$ cat src/rtl/mult2_product_accumulator_if.sv
// mult2_product_accumulator_if: product-in / sum-out handshake bundle (master drives products, slave is the accumulator)
interface mult2_product_accumulator_if #(parameter int ACC_W = 8);
  logic clear;
  logic in_valid;
  logic in_ready;
  logic [2:0] prod_s;
  logic prod_co;
  logic out_valid;
  logic out_ready;
  logic [ACC_W-1:0] acc_out;
  logic ovf;
  logic busy;
  modport master(
    output clear, in_valid, prod_s, prod_co, out_ready,
    input in_ready, out_valid, acc_out, ovf, busy
  );
  modport slave(
    input clear, in_valid, prod_s, prod_co, out_ready,
    output in_ready, out_valid, acc_out, ovf, busy
  );
endinterface

$ cat src/rtl/mult2_product_accumulator.sv
// mult2_product_accumulator: sums COUNT 4-bit products {co,s} into ACC_W bits, hands sum out (clk, rst, bus slave; MULT2_ACC_SATURATE_EN clamps instead of wrapping)
module mult2_product_accumulator #(
  parameter int ACC_W = 8,
  parameter int COUNT = 4
) (
  input logic clk,
  input logic rst,
  mult2_product_accumulator_if.slave bus
);
  typedef enum logic {ACCUM, DONE} state_t;
  localparam int CW = $clog2(COUNT + 1);
  state_t state, state_n;
  logic [CW-1:0] count, count_n;
  logic [ACC_W-1:0] acc, acc_n, add_res;
  logic [ACC_W:0] sum;
  logic ovf, ovf_n, busy, busy_n, accept, rel, last;
  always_comb begin
    accept = bus.in_valid & (state == ACCUM);
    rel = (state == DONE) & bus.out_ready;
    last = count == CW'(COUNT - 1);
    sum = {1'b0, acc} + (ACC_W + 1)'({bus.prod_co, bus.prod_s});
`ifdef MULT2_ACC_SATURATE_EN
    add_res = sum[ACC_W] ? '1 : sum[ACC_W-1:0];
`else
    add_res = sum[ACC_W-1:0];
`endif
    state_n = (accept & last) ? DONE : rel ? ACCUM : state;
    count_n = accept ? count + CW'(1) : rel ? '0 : count;
    acc_n = accept ? add_res : rel ? '0 : acc;
    ovf_n = accept ? (ovf | sum[ACC_W]) : rel ? 1'b0 : ovf;
    busy_n = (count_n != '0) | (state_n == DONE);
  end
  always_ff @(posedge clk) begin
    if (rst | bus.clear) begin
      state <= ACCUM;
      count <= '0;
      acc <= '0;
      ovf <= 1'b0;
      busy <= 1'b0;
    end else begin
      state <= state_n;
      count <= count_n;
      acc <= acc_n;
      ovf <= ovf_n;
      busy <= busy_n;
    end
  end
  assign bus.in_ready = state == ACCUM;
  assign bus.out_valid = state == DONE;
  assign bus.acc_out = acc;
  assign bus.ovf = ovf;
  assign bus.busy = busy;
endmodule

$ cat src/flat_wrapper.sv
// flat-port wrapper written by rule: the top's interface ports become plain ports
module mult2_product_accumulator_flat 
#(
  parameter int ACC_W = 8,
  parameter int COUNT = 4
)
  (clk, rst, bus_clear, bus_in_valid, bus_prod_s, bus_prod_co, bus_out_ready, bus_in_ready, bus_out_valid, bus_acc_out, bus_ovf, bus_busy);
  mult2_product_accumulator_if #(.ACC_W(ACC_W)) bus_i ();
  input logic clk;
  input logic rst;
  input wire logic [$bits(bus_i.clear)-1:0] bus_clear;
  input wire logic [$bits(bus_i.in_valid)-1:0] bus_in_valid;
  input wire logic [$bits(bus_i.prod_s)-1:0] bus_prod_s;
  input wire logic [$bits(bus_i.prod_co)-1:0] bus_prod_co;
  input wire logic [$bits(bus_i.out_ready)-1:0] bus_out_ready;
  output wire logic [$bits(bus_i.in_ready)-1:0] bus_in_ready;
  output wire logic [$bits(bus_i.out_valid)-1:0] bus_out_valid;
  output wire logic [$bits(bus_i.acc_out)-1:0] bus_acc_out;
  output wire logic [$bits(bus_i.ovf)-1:0] bus_ovf;
  output wire logic [$bits(bus_i.busy)-1:0] bus_busy;
  assign bus_i.clear = bus_clear;
  assign bus_i.in_valid = bus_in_valid;
  assign bus_i.prod_s = bus_prod_s;
  assign bus_i.prod_co = bus_prod_co;
  assign bus_i.out_ready = bus_out_ready;
  assign bus_in_ready = bus_i.in_ready;
  assign bus_out_valid = bus_i.out_valid;
  assign bus_acc_out = bus_i.acc_out;
  assign bus_ovf = bus_i.ovf;
  assign bus_busy = bus_i.busy;
  mult2_product_accumulator #(.ACC_W(ACC_W), .COUNT(COUNT)) u_core (.clk(clk), .rst(rst), .bus(bus_i));
endmodule
$ cat config.mk
export PLATFORM = sky130hd
export DESIGN_NAME = mult2_product_accumulator_flat
export DESIGN_NICKNAME = d
export VERILOG_FILES = /design/src/rtl/mult2_product_accumulator_if.sv /design/src/rtl/mult2_product_accumulator.sv /design/src/flat_wrapper.sv
export SDC_FILE = /design/constraint.sdc
export NUM_CORES = 1
export LEC_CHECK = 0
export CAP_MARGIN = 15
export CORE_MARGIN = 2
export CORE_UTILIZATION = 45
export DETAILED_ROUTE_END_ITERATION = 8
export GPL_TIMING_DRIVEN = 0
export PLACE_DENSITY = 0.87
export SLEW_MARGIN = 20
export SYNTH_ARGS = -nofsm -noshare
export SYNTH_HDL_FRONTEND = slang
export SYNTH_SLANG_ARGS = --single-unit
$ cat constraint.sdc
create_clock -name clk -period 2.07 [get_ports clk]
set_input_delay 0.3105 -clock clk [delete_from_list [all_inputs] [get_ports clk]]
set_output_delay 0.3105 -clock clk [all_outputs]
set_load 0.03 [all_outputs]
==> results <==
synth_stat cells (all sizes together):
master / number / area (um2)
clkbuf: 1 / 3.75
a2bb2oi: 1 / 8.76
nor3: 1 / 5.00
nand2: 7 / 26.3
fa: 1 / 20.0
o21ai: 4 / 20.0
or2: 1 / 6.26
or4: 1 / 7.51
o211ai: 1 / 7.51
a21o: 3 / 22.5
buf: 2 / 12.5
nand2b: 1 / 6.26
a22oi: 5 / 37.5
nand3: 3 / 15.0
a211oi: 1 / 7.51
nor2: 10 / 37.5
inv: 2 / 7.51
or3: 4 / 25.0
a31oi: 2 / 12.5
a21oi: 8 / 43.8
a21boi: 1 / 7.51
nor2b: 1 / 6.26
and3: 1 / 6.26
o31ai: 1 / 7.51
xor2: 2 / 17.5
o21a: 1 / 7.51
ha: 6 / 75.1
dfxtp: 14 / 280
nand3b: 1 / 7.51
path summary, 6_finish.rpt:
path,cells after the start,from,slack (ps),end
max,7,bus_prod_s[0],170,u_core.bus.acc_out[6]
min,2,u_core.bus.ovf,460,u_core.bus.ovf
max reg2reg,6,u_core.bus.acc_out[0],250,u_core.bus.acc_out[6]
min reg2reg,2,u_core.bus.ovf,460,u_core.bus.ovf
power breakdown:
part | internal (mW) | leakage (nW) | switching, mW | total [mW]
clock | 0.107 | 0.0210 | 0.0913 | 0.198
sequential | 0.275 | 0.113 | 0.00510 | 0.280
combinational | 0.0432 | 0.259 | 0.0461 | 0.0894
total | 0.425 | 0.394 | 0.143 | 0.568
metal layers:
layer | track usage (%) | up-vias | share of wire [%]
met5 | 0 | - | 0
met1 | 25.4 | 328 | 44
li1 | - | 370 | -
met3 | 3.60 | 4 | 7.1
met2 | 30.1 | 36 | 47
met4 | 9.41 | 0 | 2.1
placed cells by master, fill, tap and decap left out, drive strengths merged, types with 2 or more instances in the layout:
cell           count
buf                2
clkdlybuf4s50     20
a21oi              8
inv                2
a21o               3
nor2              10
o21ai              4
or3                4
clkbuf             5
xor2               2
a22oi              5
ha                 6
nand3              3
nand2              7
a31oi              2
dfxtp             14
cell type report:
cell class	instances	share of cell area (%)
Multi-Input combinational cell	68	44.2
Sequential cell	14	27.9
Timing Repair Buffer	20	19.9
Clock buffer	4	3.61
Tap cell	16	1.99
Buffer	3	1.62
Inverter	2	0.747
critical path, cell delays in order:
cell             delay [ps]
clkdlybuf4s50_1         410
ha_1                    210
fa_1                    410
a21o_1                  190
a21oi_1                 270
o211ai_1                150
a31oi_1                 160
registers in the layout, summed over array words and instances, names as in the netlist:
register	cells
u_core.bus.acc_out	8
u_core.bus.busy	1
u_core.bus.out_valid	1
u_core.bus.ovf	1
u_core.count	3
kinds of logic after synthesis:
family	Yosys count	synth area share, %
simple gates	31	19.9
compound gates	28	24.4
flops	14	37.5
fa+ha+maj	7	12.7
buf+inv	5	3.18
xor+xnor	2	2.34
per-stage QoR:
stage	TNS [ps]	cells	hold slack, ps
3_3_place_gp	-172	123	442
3_5_place_dp	-286	123	456
2_1_floorplan	0	87	471
6_report	0	127	463
5_1_grt	0	127	494
4_1_cts	0	127	469
==> metrics.txt <==
# TYPE chip_impl_metric gauge
chip_impl_info{name="rsz_0062_raised_after_global_routing",value="no"} 1
chip_impl_metric{name="ioPinCount",unit=""} 21
chip_impl_metric{name="report.final.setup_viol",unit=""} 0
chip_impl_metric{name="cts_post_setup_buffers_inserted",unit=""} 0
chip_impl_metric{name="maximum_level_of_the_cts_h_tree",unit=""} 1
chip_impl_metric{name="max_clock_freq",unit="MHz"} 526
chip_impl_metric{name="synth.avg_cell_area",unit="um2"} 8.60
chip_impl_metric{name="area_enclosed_by_the_die_boundary",unit="um2"} 2000
chip_impl_metric{name="globalRoute.totalOverflow",unit=""} 0
chip_impl_metric{name="timing.critical_path.fanout_max",unit=""} 4
chip_impl_metric{name="postRouteWirelength",unit="um"} 1650
chip_impl_metric{name="postSynthNetCount",unit=""} 103
chip_impl_metric{name="drv.max_cap_violation_count",unit=""} 0
chip_impl_metric{name="vdd_drop_max",unit="uV"} 331
chip_impl_metric{name="post_cts_hold_buffer_count",unit=""} 0
chip_impl_metric{name="hold_viol",unit=""} 0
chip_impl_metric{name="synthToLayoutAreaGrowth",unit="%"} 34.3
chip_impl_metric{name="crit_required",unit="ps"} 2280
chip_impl_metric{name="grt_util_all_layers",unit="%"} 19.2
chip_impl_metric{name="finalWorstSetupSlack",unit="ps"} 170
chip_impl_metric{name="timing.slew.headroom",unit="%"} 70.0
chip_impl_metric{name="synthDistinctLibCells",unit=""} 31
chip_impl_metric{name="critPathArrivalTime",unit="ps"} 2110
chip_impl_metric{name="placed_cell_area",unit="um2"} 968
chip_impl_info{name="path_class",value="input port to flip-flop"} 1
chip_impl_metric{name="report.final.slew_viol_count",unit=""} 0
chip_impl_info{name="ctsRootBufferMaster",value="clkbuf_4"} 1
chip_impl_metric{name="ff_latch_area",unit="um2"} 280
chip_impl_metric{name="hpwl",unit="um"} 1220
chip_impl_metric{name="total_via_count_in_the_routed_design",unit=""} 738
chip_impl_metric{name="detail-route-antenna-nets",unit=""} 0
chip_impl_metric{name="post-route-cell-area",unit="um2"} 1000
chip_impl_metric{name="power_leakage",unit="nW"} 0.394
chip_impl_metric{name="num-fill-cells",unit=""} 132
chip_impl_metric{name="multi_input_combinational_cell_area",unit="um2"} 444
chip_impl_info{name="critPathLaunchType",value="input port"} 1
chip_impl_metric{name="floorplan.core_area",unit="um2"} 1520
chip_impl_metric{name="route.detailed.drc",unit=""} 0
chip_impl_metric{name="via_count_of_the_first_global_routing_pass",unit=""} 656
chip_impl_metric{name="path_clk_slew",unit="ps"} 90
chip_impl_metric{name="fp.dieH",unit="um"} 44.8
chip_impl_metric{name="gp_routability_congestion",unit=""} 0.765
chip_impl_metric{name="num_rows",unit=""} 14
chip_impl_metric{name="post_cts.resized_instances",unit=""} 0
chip_impl_metric{name="period_minus_slack",unit="ps"} 1900
chip_impl_metric{name="pin_count_of_the_biggest_net_entering_global_routing",unit=""} 11
chip_impl_info{name="hold_path_class",value="flip-flop to flip-flop"} 1
chip_impl_metric{name="synthesis_warnings",unit=""} 0
chip_impl_metric{name="starting_utilization_of_the_core_area",unit="%"} 49.1
chip_impl_info{name="outcome",value="finished, final reports clean"} 1
chip_impl_metric{name="min_period_over_period",unit="%"} 91.8
chip_impl_info{name="cts_tree",value="yes"} 1
chip_impl_info{name="critical_path.endpoint_type",value="flip-flop"} 1
chip_impl_metric{name="antennaDiodeCount",unit=""} 0
chip_impl_metric{name="drt_pass1_iterations",unit=""} 4
chip_impl_metric{name="wire_length_of_the_first_global_routing_pass",unit="um"} 2800
chip_impl_metric{name="numClockSinks",unit=""} 14
chip_impl_metric{name="tightest_slew",unit="ps"} 450
chip_impl_metric{name="cell_area_synth",unit="um2"} 748
chip_impl_metric{name="antenna_found_initial",unit=""} 0
chip_impl_metric{name="syn_inst",unit=""} 87
chip_impl_metric{name="clkLatencyLatePin",unit="ps"} 280
chip_impl_metric{name="post_drt_wl_per_cell",unit="um"} 13.0
chip_impl_metric{name="avgViaCountPerCell",unit=""} 5.81
chip_impl_metric{name="postSynthRegisterBits",unit=""} 14
chip_impl_metric{name="numCtsBuffers",unit=""} 3
chip_impl_metric{name="dp_slack",unit="ps"} -112
chip_impl_metric{name="portBuffers",unit=""} 20
chip_impl_metric{name="dr.first_iter.drc_count",unit=""} 24
chip_impl_metric{name="post_route_cells_drive_above_1_share",unit="%"} 7.21
chip_impl_metric{name="final_core_util",unit="%"} 65.9
chip_impl_metric{name="finalNetCount",unit=""} 128
chip_impl_metric{name="synth-seq-area-share",unit="%"} 37.5
chip_impl_metric{name="power.density_cell_area",unit="nW/um2"} 565
chip_impl_metric{name="power",unit="mW"} 0.568
chip_impl_metric{name="floorplan.die.width",unit="um"} 44.8
chip_impl_metric{name="cts-root-to-sink-buffers",unit=""} 2
chip_impl_metric{name="maximum_clock_skew_at_final_layout",unit="ps"} 0.679
No activity file was read; power rests on OpenSTA's default activity.
